## src/rtl/branch_pkg.sv

```systemverilog
// Shared types and helpers for the branch prediction controller.
//   bp_state_e : sequencing FSM states (RUN, FLUSH)
//   bht_ctr_t  : 2-bit saturating branch history counter
//   bht_next() : saturating train step for one counter
package branch_pkg;

    typedef enum logic {
        RUN   = 1'b0,
        FLUSH = 1'b1
    } bp_state_e;

    typedef logic [1:0] bht_ctr_t;

    localparam bht_ctr_t BHT_RESET = 2'b01;
    localparam bht_ctr_t BHT_MAX   = 2'b11;
    localparam bht_ctr_t BHT_MIN   = 2'b00;

    // Move a counter one step toward the resolved outcome, clamping at the ends.
    function automatic bht_ctr_t bht_next(input bht_ctr_t ctr, input logic taken);
        bht_ctr_t nxt;
        if (taken) begin
            if (ctr == BHT_MAX) begin
                nxt = BHT_MAX;
            end else begin
                nxt = ctr + 2'b01;
            end
        end else begin
            if (ctr == BHT_MIN) begin
                nxt = BHT_MIN;
            end else begin
                nxt = ctr - 2'b01;
            end
        end
        return nxt;
    endfunction

endpackage

```

## src/rtl/bht_table.sv

```systemverilog
// Direct-mapped table of 2-bit saturating counters.
// Ports:
//   clk, rst_n  : clock, synchronous active-low reset (all entries -> weakly not-taken)
//   rd_idx      : combinational read index
//   rd_ctr      : counter at rd_idx (old value when written in the same cycle)
//   wr_en       : train the entry at wr_idx on this edge
//   wr_idx      : entry to train
//   wr_taken    : resolved outcome used to step the counter
module bht_table
    import branch_pkg::*;
#(
    parameter int IDX_W = 4
) (
    input  logic             clk,
    input  logic             rst_n,
    input  logic [IDX_W-1:0] rd_idx,
    output bht_ctr_t         rd_ctr,
    input  logic             wr_en,
    input  logic [IDX_W-1:0] wr_idx,
    input  logic             wr_taken
);

    localparam int ENTRIES = 2 ** IDX_W;

    bht_ctr_t table_r [ENTRIES];

    // Read port has no write bypass: a same-cycle write is seen next cycle.
    assign rd_ctr = table_r[rd_idx];

    // Counter storage: bulk init on reset, single-entry saturating train otherwise.
    always_ff @(posedge clk) begin
        if (!rst_n) begin
            table_r <= '{default: BHT_RESET};
        end else if (wr_en) begin
            table_r[wr_idx] <= bht_next(table_r[wr_idx], wr_taken);
        end else begin
            table_r <= table_r;
        end
    end

endmodule

```

## src/rtl/branch_predict_ctrl.sv

```systemverilog
// Branch sequencing controller between fetch and the EX branch unit.
// Predicts from a 2-bit counter table, trains it with resolved outcomes,
// sequences redirect + flush on a mispredict and keeps branch statistics.
// Ports:
//   clk, rst_n         : clock, synchronous active-low reset
//   if_valid, if_pc    : fetch PC to predict
//   if_pred_taken      : zero-latency prediction for if_pc
//   ex_valid, ex_is_branch, ex_pc, ex_pred_taken, ex_taken, ex_target :
//                        resolved branch information from EX
//   redirect_valid     : one-cycle pulse to load redirect_pc into fetch
//   redirect_pc        : corrected fetch PC
//   flush              : kill younger IF/ID instructions
//   branch_count       : resolved branches (saturating)
//   mispredict_count   : mispredicted branches (saturating)
module branch_predict_ctrl
    import branch_pkg::*;
#(
    parameter int IDX_W        = 4,
    parameter int FLUSH_CYCLES = 2
) (
    input  logic        clk,
    input  logic        rst_n,
    input  logic        if_valid,
    input  logic [31:0] if_pc,
    output logic        if_pred_taken,
    input  logic        ex_valid,
    input  logic        ex_is_branch,
    input  logic [31:0] ex_pc,
    input  logic        ex_pred_taken,
    input  logic        ex_taken,
    input  logic [31:0] ex_target,
    output logic        redirect_valid,
    output logic [31:0] redirect_pc,
    output logic        flush,
    output logic [31:0] branch_count,
    output logic [31:0] mispredict_count
);

    // Counter holds remaining flush cycles after the current one.
    localparam logic [3:0]  FLUSH_LOAD = 4'(FLUSH_CYCLES - 1);
    localparam logic [31:0] CNT_SAT    = 32'hFFFF_FFFF;

    bp_state_e   state_r, state_n;
    logic [3:0]  flush_cnt_r, flush_cnt_n;
    logic        redirect_valid_r, redirect_valid_n;
    logic [31:0] redirect_pc_r, redirect_pc_n;
    logic        flush_r, flush_n;
    logic [31:0] branch_cnt_r, branch_cnt_n;
    logic [31:0] mp_cnt_r, mp_cnt_n;

    logic        res_s;
    logic        mp_s;
    bht_ctr_t    rd_ctr_s;
    logic        unused_pc_bits_s;

    // Only the index bits of the fetch PC select an entry; tags are not kept.
    assign unused_pc_bits_s = ^{if_pc[31:IDX_W+2], if_pc[1:0]};

    // Wrong-path EX contents during FLUSH must not train or count.
    assign res_s = ex_valid & ex_is_branch & (state_r == RUN);
    assign mp_s  = res_s & (ex_pred_taken != ex_taken);

    bht_table #(
        .IDX_W (IDX_W)
    ) u_bht_table (
        .clk      (clk),
        .rst_n    (rst_n),
        .rd_idx   (if_pc[IDX_W+1:2]),
        .rd_ctr   (rd_ctr_s),
        .wr_en    (res_s),
        .wr_idx   (ex_pc[IDX_W+1:2]),
        .wr_taken (ex_taken)
    );

    assign if_pred_taken = if_valid ? rd_ctr_s[1] : 1'b0;

    // Next-state, redirect and flush sequencing.
    always_comb begin
        state_n          = state_r;
        flush_cnt_n      = flush_cnt_r;
        redirect_valid_n = 1'b0;
        redirect_pc_n    = redirect_pc_r;
        flush_n          = flush_r;
        case (state_r)
            RUN: begin
                if (mp_s) begin
                    state_n          = FLUSH;
                    redirect_valid_n = 1'b1;
                    redirect_pc_n    = ex_taken ? ex_target : (ex_pc + 32'd4);
                    flush_n          = 1'b1;
                    flush_cnt_n      = FLUSH_LOAD;
                end else begin
                    flush_n          = 1'b0;
                end
            end
            FLUSH: begin
                if (flush_cnt_r == 4'd0) begin
                    state_n = RUN;
                    flush_n = 1'b0;
                end else begin
                    flush_cnt_n = flush_cnt_r - 4'd1;
                    flush_n     = 1'b1;
                end
            end
            default: begin
                state_n     = RUN;
                flush_n     = 1'b0;
                flush_cnt_n = 4'd0;
            end
        endcase
    end

    // Saturating statistics counters.
    always_comb begin
        if (res_s && (branch_cnt_r != CNT_SAT)) begin
            branch_cnt_n = branch_cnt_r + 32'd1;
        end else begin
            branch_cnt_n = branch_cnt_r;
        end
        if (mp_s && (mp_cnt_r != CNT_SAT)) begin
            mp_cnt_n = mp_cnt_r + 32'd1;
        end else begin
            mp_cnt_n = mp_cnt_r;
        end
    end

    // State and output registers; reset also aborts any flush in progress.
    always_ff @(posedge clk) begin
        if (!rst_n) begin
            state_r          <= RUN;
            flush_cnt_r      <= 4'd0;
            redirect_valid_r <= 1'b0;
            redirect_pc_r    <= 32'd0;
            flush_r          <= 1'b0;
            branch_cnt_r     <= 32'd0;
            mp_cnt_r         <= 32'd0;
        end else begin
            state_r          <= state_n;
            flush_cnt_r      <= flush_cnt_n;
            redirect_valid_r <= redirect_valid_n;
            redirect_pc_r    <= redirect_pc_n;
            flush_r          <= flush_n;
            branch_cnt_r     <= branch_cnt_n;
            mp_cnt_r         <= mp_cnt_n;
        end
    end

    assign redirect_valid   = redirect_valid_r;
    assign redirect_pc      = redirect_pc_r;
    assign flush            = flush_r;
    assign branch_count     = branch_cnt_r;
    assign mispredict_count = mp_cnt_r;

endmodule

```

## config.mk

```make
export PLATFORM = sky130hd
export DESIGN_NAME = branch_predict_ctrl
export DESIGN_NICKNAME = d
export VERILOG_FILES = /design/src/rtl/branch_pkg.sv /design/src/rtl/bht_table.sv /design/src/rtl/branch_predict_ctrl.sv
export SDC_FILE = /design/constraint.sdc
export NUM_CORES = 1
export LEC_CHECK = 0
export BUFFER_PORTS_ARGS = -buffer_cell sky130_fd_sc_hd__buf_2
export CAP_MARGIN = 30
export CORE_MARGIN = 2
export CORE_UTILIZATION = 57
export CTS_CLUSTER_DIAMETER = 60
export DETAILED_ROUTE_END_ITERATION = 10
export GPL_TIMING_DRIVEN = 0
export PLACE_DENSITY = 0.89
export SLEW_MARGIN = 20
export SYNTH_ARGS = -nofsm -noshare
export SYNTH_HDL_FRONTEND = slang
export SYNTH_SLANG_ARGS = --single-unit
```

## constraint.sdc

```tcl
create_clock -name clk -period 4.5 [get_ports clk]
set_input_delay 0.225 -clock clk [delete_from_list [all_inputs] [get_ports clk]]
set_output_delay 0.225 -clock clk [all_outputs]
set_load 0.01 [all_outputs]
```

* Word-level counts from Yosys, hierarchy flattened *
Index checks and enable logic that the tools add are counted.

word-level totals
  bits in writable memories = 0
  memories = 0
  latch bits = 0
  flip-flop bits (word level) = 134
  ROM bits = 0
  output and inout port bits = 99

operators by class
  multipliers = 0
  shifts and indexed selects = 0
  reduce and logical (&&, ||, !) cells = 8
  multiplexer cells = 22
  eq/ne operators = 6
  div/mod/pow operators = 0
  bitwise operators = 7
  $lt $le $gt $ge = 3
  $add $sub $neg = 6

operator list
  kind                                                                          number
  32-bit by 1-bit adder with 32-bit output, second input constant               2
  32-bit != test, second input constant                                         2
  32-bit by 3-bit adder with 32-bit output, second input constant               1
  32-bit bitwise mux                                                            1
  32-bit two-way mux                                                            1
  2-bit two-way mux                                                             10
  2-bit binary-select mux with 4-bit select                                     2
  5-bit greater-or-equal comparator, second input constant                      2
  4-bit NOT with 5-bit output                                                   2
  2-bit demux with 4-bit select                                                 1
  4-bit two-way mux                                                             2
  4-bit one-hot mux with 2 select lines                                         1
  5-bit by 1-bit less-than comparator with 1-bit output, second input constant  1
  4-bit logical NOT                                                             1
  2-bit != test, second input constant                                          2
  2-bit AND reduction                                                           2
  4-bit by 1-bit subtractor with 4-bit output, second input constant            1
  1-bit AND                                                                     3
  1-bit logical AND                                                             3
  1-bit two-way mux                                                             3
  2-bit by 1-bit adder with 2-bit output, second input constant                 1
  2-bit equality test, second input constant                                    1
  2-bit logical NOT                                                             1
  1-bit NOT                                                                     2
  other kinds (4)                                                               4

* Longest topological paths before layout *
Gate-level depths: netlist (run 1).

  depth after elaboration = 10
  gate-level depth with buffers = 8

* Hierarchy *
Synthesis (run 1) repeated with hierarchy kept, for this count alone.

unflattened totals
  cell total of the unflattened synthesis = 876
  area total of the unflattened synthesis = 7,557.2 µm²

modules (own cells, without submodules)
  module               times used  cells an instance  seq. area each (µm²)  area each (µm²)
  branch_predict_ctrl  1           682                2,042.0               5,576.6
  bht_table            1           194                640.6                 1,980.6

* Least setup slack after synthesis (run 1) *
Ideal clock, no wire load.

  path kind = register to register
  start = reg branch_cnt_r[0] (netlist: branch_count[0])
  end = reg branch_cnt_r[1] (netlist: branch_count[1])
  path slack = 2.052 ns
  stages on the path, launching flop included = 9
  period minus slack after synthesis = 2.448 ns
  data required time = 4.372 ns
  arrival time = 2.321 ns
  path through = dfxtp_1 > ha_1 > nand3_1 > or4_1 > o31ai_2 > buf_4 > buf_4 > mux2i_1 > nor2_1

between the ends
  cells in the longest elaborated chain, start to end = 2
  elaborated cells between the ends (all ways) = 3

ends and longest elaborated chain
  item                                                                              line                        RTL
  start: declaration                                                                branch_predict_ctrl.sv:48   logic [31:0] branch_cnt_r, branch_cnt_n;
  start signal: assignment                                                          branch_predict_ctrl.sv:143  branch_cnt_r <= branch_cnt_n;
  branches (longest 2 deep; another with 32-bit by 1-bit adder with 32-bit output)  -

Several ways; the timed one is not identified.
A chain may end at the register's enable or synchronous reset.

==> summary.txt, run 1 <==
Final Setup Violations -> 0
Mean Syn Cell Area -> 8.26 um^2
Yosys warning count -> 0
#FFs+latches synth -> 134
CTS tree -> built
CTS Hold Bufs -> 0
largest net degree at the start of global routing -> 17
total track usage -> 32.1%
Leak Pwr -> 3.32 nW
Rows -> 40
drt pass-1 iters -> 7
Die X -> 115 um
worst-path fanout max -> 10
top cell type's share of synthesized area -> 38.3%
Cell variety after synth -> 55
port bufs -> 172
Setup TNS Final -> 0 ns
routed wire length -> 21100 um
final critical-path setup slack -> 1.67 ns
synthesized area -> 0.00701 mm^2
Inst Count DP -> 1167
CP Capture Type -> flop
Final Skew -> 0.00929 ns
vias per cell -> 6.37
maximum clock rate -> 0.353 GHz
max-cap violations -> 0
Max stage delay on crit path -> 0.68 ns
number of global-route vias before repair -> 6904
Place WS -> 1.74 ns
slew margin rel. -> 41.4%
worst path cell trace -> and3b_1 > clkbuf_1 > nand3_1 > a2111oi_4 > or4b_1 > o21ai_0
H-tree Lvls -> 4
Hold Fails Final Rpt -> 0
critical path's slowest cell -> a2111oi_4
worst min path class -> in2reg
Cells after Synth -> 848
most common cell after layout, fill and taps aside -> buf_2
Setup Buffers After CTS -> 0
family with the most delay on the worst path -> simple AND/OR/NAND/NOR gates
gr ovfl total -> 0
GPL Wtd Cong -> 0.913
sequential share of the synthesized area -> 38.3%
post-route ant nets -> 0
Starting Density -> 58.3%
Final Cycle Share -> 63.0%
EDFF count, synth -> 0
Core Box Area -> 0.0120 mm^2
asr flop ratio synth -> 0%
Levels on crit path -> 6
Pins Over Slew Limit -> 0
Reg clk slew, reported paths -> 0.06 ns
Worst-Skew Late Latency -> 0.43 ns
startpoint types -> flop
most frequent cells in the layout -> buf_2, dfxtp_1, a21oi_1
fraction of layout cells with a size suffix above 1 -> 21.7%
minimum hold slack -> 0.0829 ns
syn_nets -> 958
CP Class -> reg2reg
Final Util -> 72.4%
status -> finished, final reports clean
clock sinks -> 134
NumNets Final -> 1149
RSZ-0062 raised after global routing -> false
total power density per cell area -> 349 mW/mm^2
PostCTS Resize Cnt -> 0
largest cells by area after synthesis -> dfxtp_1, a21oi_1, nand3_1, o21ai_0, mux4_2
Layout area overhead -> 24.2%
Req. time, crit path -> 4.86 ns
Synth Flop Type -> dfxtp_1
Root Driver -> clkbuf_16
first-pass GRT wire length -> 33800 um
post-DP HPWL -> 14900 um
R2R depth -> 6
Tmin final -> 2.83 ns
Data arrival, critical path -> 3.19 ns
VDD IR max -> 0.242 mV
Vias -> 7635
final non-filler cell total -> 1198
Die Ht -> 115 um
Remaining DRCs -> 0
DR WL/cell -> 17.6 um
Initial DRC Count -> 1010
clk buf depth -> 2
Num CTS Buffers -> 17
Ant. Diodes -> 0
WP buf/inv -> 1
Ports -> 202
hold path depth -> 3
Yosys top cell by area -> dfxtp_1
Worst-Margin Slew -> 0.878 ns
full die area -> 0.0132 mm^2
initial antenna violation count -> 0
## metrics by stage
stage | cell area [um^2] | total power, mW
finish | 8700 | 3.03
global route | 8700 | 3.11
CTS | 8700 | 3.02
detailed placement | 8050 | 1.50
global placement | 8050 | 1.50
floorplan | 7010 | 1.39
## worst min-delay path, delay by kind of cell
kind / cells / cell delay (ns)
compound gates: 1 / 0.13
buf+inv: 1 / 0.08
mux: 1 / 0.05
## state kept, by name, indices dropped and copies added, names as in the netlist
signal               cells
mispredict_count        32
flush                    1
flush_cnt_r              4
redirect_valid           1
redirect_pc             32
u_bht_table.table_r     32
branch_count            32
## layer usage
metal,vias up,part of all wire [%],track usage [%]
li1,3550,-,-
met1,3560,41,41.9
met2,459,47,51.1
met3,66,8.5,6.17
met4,0,3.2,16.1
met5,-,0,0
## final timing paths
kind                        from                    to  slack [ns]
setup / recovery           flush  mispredict_count[28]        1.67
setup reg to reg           flush  mispredict_count[28]        1.67
hold / removal     ex_target[12]       redirect_pc[12]        0.08
hold reg to reg   redirect_pc[4]        redirect_pc[4]        0.47
## cell usage after synthesis (all sizes together), types with 17 or more instances
master and n:
inv 20, nor2 46, clkbuf 39, nand3 75
or3 28, o31ai 19, nand2 75, dfxtp 134
o21ai 66, a21oi 81, nor3 17, nand4 25
xnor2 24, or4 21
## area by class of cell
cell class / count / area (um^2)
Multi-Input combinational cell: 641 / 4030
Fill cell: 926 / 3310
Sequential cell: 134 / 2680
Timing Repair Buffer: 172 / 861
Clock buffer: 23 / 478
Buffer: 52 / 219
Tap cell: 147 / 184
Clock inverter: 8 / 170
Inverter: 21 / 78.8
## report_power, final
| part | switching, mW | leakage (nW) | total (mW) | internal [mW] |
|---|---|---|---|---|
| sequential | 0.0146 | 1.08 | 1.22 | 1.21 |
| combinational | 0.169 | 1.93 | 0.263 | 0.0947 |
| clock | 0.523 | 0.309 | 1.55 | 1.02 |
| total | 0.706 | 3.32 | 3.03 | 2.33 |
## cells by family after synthesis
kind of cell | synth area share [%]
adders and majority gates | 1.54
buffers and inverters | 4.25
muxes | 6.32
and+or+nand+nor | 26.5
AOI/OAI and AO/OA | 19.2
DFF | 38.3
xor gates and xnor gates | 3.87
No activity file was read; power rests on OpenSTA's default activity.
==> run 2, diff against run 1 <==
--- a/config.mk
+++ b/config.mk
@@ -5,14 +5,15 @@
 export SDC_FILE = /design/constraint.sdc
 export NUM_CORES = 1
 export LEC_CHECK = 0
+export ABC_AREA = 1
 export BUFFER_PORTS_ARGS = -buffer_cell sky130_fd_sc_hd__buf_2
 export CAP_MARGIN = 30
 export CORE_MARGIN = 2
-export CORE_UTILIZATION = 57
+export CORE_UTILIZATION = 54
 export CTS_CLUSTER_DIAMETER = 60
 export DETAILED_ROUTE_END_ITERATION = 10
 export GPL_TIMING_DRIVEN = 0
-export PLACE_DENSITY = 0.89
+export PLACE_DENSITY = 0.83
 export SLEW_MARGIN = 20
 export SYNTH_ARGS = -nofsm -noshare
 export SYNTH_HDL_FRONTEND = slang
==> constraint.sdc (replaced) <==
create_clock -name clk -period 2.65 [get_ports clk]
set_input_delay 0.1325 -clock clk [delete_from_list [all_inputs] [get_ports clk]]
set_output_delay 0.1325 -clock clk [all_outputs]
set_load 0.01 [all_outputs]
==> run 2 against run 1 <==
Setup slack got worse by 1.1 ns. Clock-buffer cell count rose by 3. Critical path depth rose by 5. Design area rose by 15%. Via count rose by 22%. Total power rose by 65%. Synthesized area rose by 17%.
==> summary.txt, run 2 <==
Reg area -> 0.00268 mm^2 (unchanged)
Yosys warning count -> 0 (unchanged)
Data arrival, critical path -> 2.37 ns (-0.82 ns)
gr ovfl total -> 0 (unchanged)
Hold Fails Final Rpt -> 0 (unchanged)
Initial DRC Count -> 763 (-24%)
syn_nets -> 1453 (+52%)
total power density per cell area -> 498 mW/mm^2 (+43%)
max-cap violations -> 0 (unchanged)
Critical Path Source -> mispredict_count[0]
initial antenna violation count -> 0 (unchanged)
M3 GR Usage -> 5.44% (-0.72 points)
clk buf depth -> 2 (unchanged)
first-pass GRT wire length -> 40600 um (+20%)
Starting Density -> 54.7% (-3.7 points)
vias per cell -> 5.35 (-16%)
#FFs+latches synth -> 134 (unchanged)
most common cell after layout, fill and taps aside -> nand2_1
most utilized layer in the global route result -> met2
post-route cell area -> 0.0100 mm^2 (+15%)
CTS tree -> built
RSZ-0062 raised after global routing -> false
Ant. Diodes -> 0 (unchanged)
most frequent cells in the layout -> nand2_1, buf_2, inv_1
Die X -> 127 um (+11%)
Cell variety after synth -> 40 (-27%)
met2 Track Usage GR -> 51.3% (+0.17 points)
sequential share of the synthesized area -> 32.6% (-5.6 points)
Hold EP -> redirect_pc[17]
R2R depth -> 11 (+5)
VDD IR max -> 0.510 mV (+110%)
post-DP HPWL -> 19200 um (+29%)
Final Skew -> 0.00518 ns (-0.00411 ns)
Synth Flop Type -> dfxtp_1
NumNets Final -> 1659 (+44%)
Remaining DRCs -> 0 (unchanged)
routed wire length -> 25000 um (+19%)
Final Cycle Share -> 78.8% (+16 points)
Setup TNS Final -> 0 ns (unchanged)
status -> finished, final reports clean
Die Ht -> 127 um (+11%)
number of global-route vias before repair -> 8698 (+26%)
minimum hold slack -> 0.00111 ns (-0.0818 ns)
post-route ant nets -> 0 (unchanged)
Num CTS Buffers -> 17 (unchanged)
Yosys top cell by area -> dfxtp_1
HP Start -> ex_target[17]
Inst Count DP -> 1704 (+46%)
largest cells by area after synthesis -> dfxtp_1, nand2_1, inv_1, nor2_1, a21oi_1
Tmin final -> 2.09 ns (-0.745 ns)
DR WL/cell -> 14.3 um (-19%)
Ports -> 202 (unchanged)
Cells after Synth -> 1343 (+58%)
Pins Over Slew Limit -> 0 (unchanged)
port bufs -> 173 (+0.58%)
clock sinks -> 134 (unchanged)
maximum clock rate -> 0.479 GHz (+36%)
Leak Pwr -> 4.62 nW (+39%)
Reg2Reg Setup Slack -> 0.56 ns (-1.10 ns)
Root Driver -> clkbuf_16
CP Capture Type -> flop
worst-path fanout max -> 10 (unchanged)
most frequent cell after synthesis -> nand2_1
EDFF count, synth -> 0 (unchanged)
R2R Path End -> mispredict_count[26]
Setup Buffers After CTS -> 0 (unchanged)
Layout area overhead -> 22.2%
Reg clk slew, reported paths -> 0.06 ns (about the same)
total power -> 5.00 mW (+65%)
fraction of layout cells with a size suffix above 1 -> 16.2% (-5.5 points)
Reg2Reg Launch Point -> mispredict_count[0]
top post-synthesis cells by count -> nand2_1, inv_1, nor2_1
Final Setup Violations -> 0 (unchanged)
worst min path class -> in2reg
fillers -> 1439 (+55%)
Rows -> 45 (+13%)
slew margin rel. -> 57.8% (+16 points)
synthesized area -> 0.00822 mm^2 (+17%)
GPL Wtd Cong -> 0.962 (+5.3%)
Mean Syn Cell Area -> 6.12 um^2 (-26%)
Worst-Skew Late Latency -> 0.42 ns (about the same)
startpoint types -> flop
full die area -> 0.0162 mm^2 (+23%)
GR Util met1 -> 39.3% (-2.5 points)
final non-filler cell total -> 1747 (+46%)
H-tree Lvls -> 4 (unchanged)
area of the multi-input gates -> 0.00469 mm^2 (+17%)
Worst-Margin Slew -> 0.633 ns (-0.245 ns)
top cell type's share of synthesized area -> 32.6% (-5.6 points)
largest net degree at the start of global routing -> 17 (unchanged)
dpl cell area -> 0.00932 mm^2 (+16%)
Core Box Area -> 0.0150 mm^2 (+25%)
hold path depth -> 3 (unchanged)
asr flop ratio synth -> 0% (unchanged)
Vias -> 9347 (+22%)
total track usage -> 30.9% (-1.2 points)
CP Class -> reg2reg
drt pass-1 iters -> 8 (+1)
Req. time, crit path -> 2.93 ns (-1.93 ns)
-- run 2: cell count changes after synthesis, sizes merged, moves of 22 or more --
cell,before,now
nand2,75,461
inv,20,162
nor2,46,152
or3,28,0
clkbuf,39,17
nor3,17,53
-- run 2: what timing repair did --
action | CTS | global route
gates resized for setup | 0 | 0
hold buffers | 14 | 0
hold endpoints to repair | 14 | 0
-- run 2: logic make-up (layout without fill, tap and decap cells) --
logic type                 Yosys count  count (layout)  share of synthesized area, %
muxes                                3               3                         0.365
buffers and inverters              204             420                          10.3
AOI/OAI and AO/OA                  163             163                          10.7
and+or+nand+nor                    790             790                          40.5
xor gates and xnor gates            42              42                          4.48
adders and majority gates            7               7                          1.07
DFF                                134             134                          32.6
-- run 2: metal layers --
layer / wire [um] / part of all wire, % / vias to the layer above
met5: 0 / 0 / -
met4: 715 / 2.9 / 0
met3: 1780 / 7.1 / 53
met2: 11900 / 48 / 383
met1: 10600 / 42 / 4241
li1: - / - / 4670
-- run 2: worst max-delay path by stage --
stage,end,slack [ns]
6_report,mispredict_count[26],0.56
5_1_grt,mispredict_count[25],0.34
4_1_cts,mispredict_count[31],0.58
3_5_place_dp,mispredict_count[31],0.59
3_3_place_gp,mispredict_count[31],0.62
2_1_floorplan,mispredict_count[0],0.87
-- run 2: report_power, final --
part           internal [mW]  total, mW  switching (mW)
Sequential              2.06       2.08          0.0253
Combinational          0.191      0.540           0.349
Clock                   1.52       2.38           0.864
Total                   3.77       5.00            1.24
-- run 2: final cells by class --
type | count | share of cell area (%)
Buffer | 41 | 2.32
Clock buffer | 26 | 5.17
Clock inverter | 3 | 0.648
Inverter | 163 | 6.09
Multi-Input combinational cell | 1005 | 46.7
Sequential cell | 134 | 26.7
Tap cell | 188 | 2.34
Timing Repair Buffer | 187 | 10.0
-- run 2: critical path: stages (launching register included) --
cell and delay [ns]:
dfxtp_1 0.42, ha_1 0.28, inv_1 0.08, nor2_1 0.23
nand2_1 0.14, nor2_1 0.11, nand2_1 0.10, nand2_4 0.13
inv_2 0.10, buf_2 0.20, nand2_1 0.09, a21oi_1 0.06
-- run 2: metrics by stage --
stage / util [%] / worst slack, ns
after detailed placement: 62.0 / 0.589
after CTS: 66.8 / 0.577
after floorplan: - / 0.869
after global routing: 66.8 / 0.338
final: 66.8 / 0.562
after global placement: 62.0 / 0.618
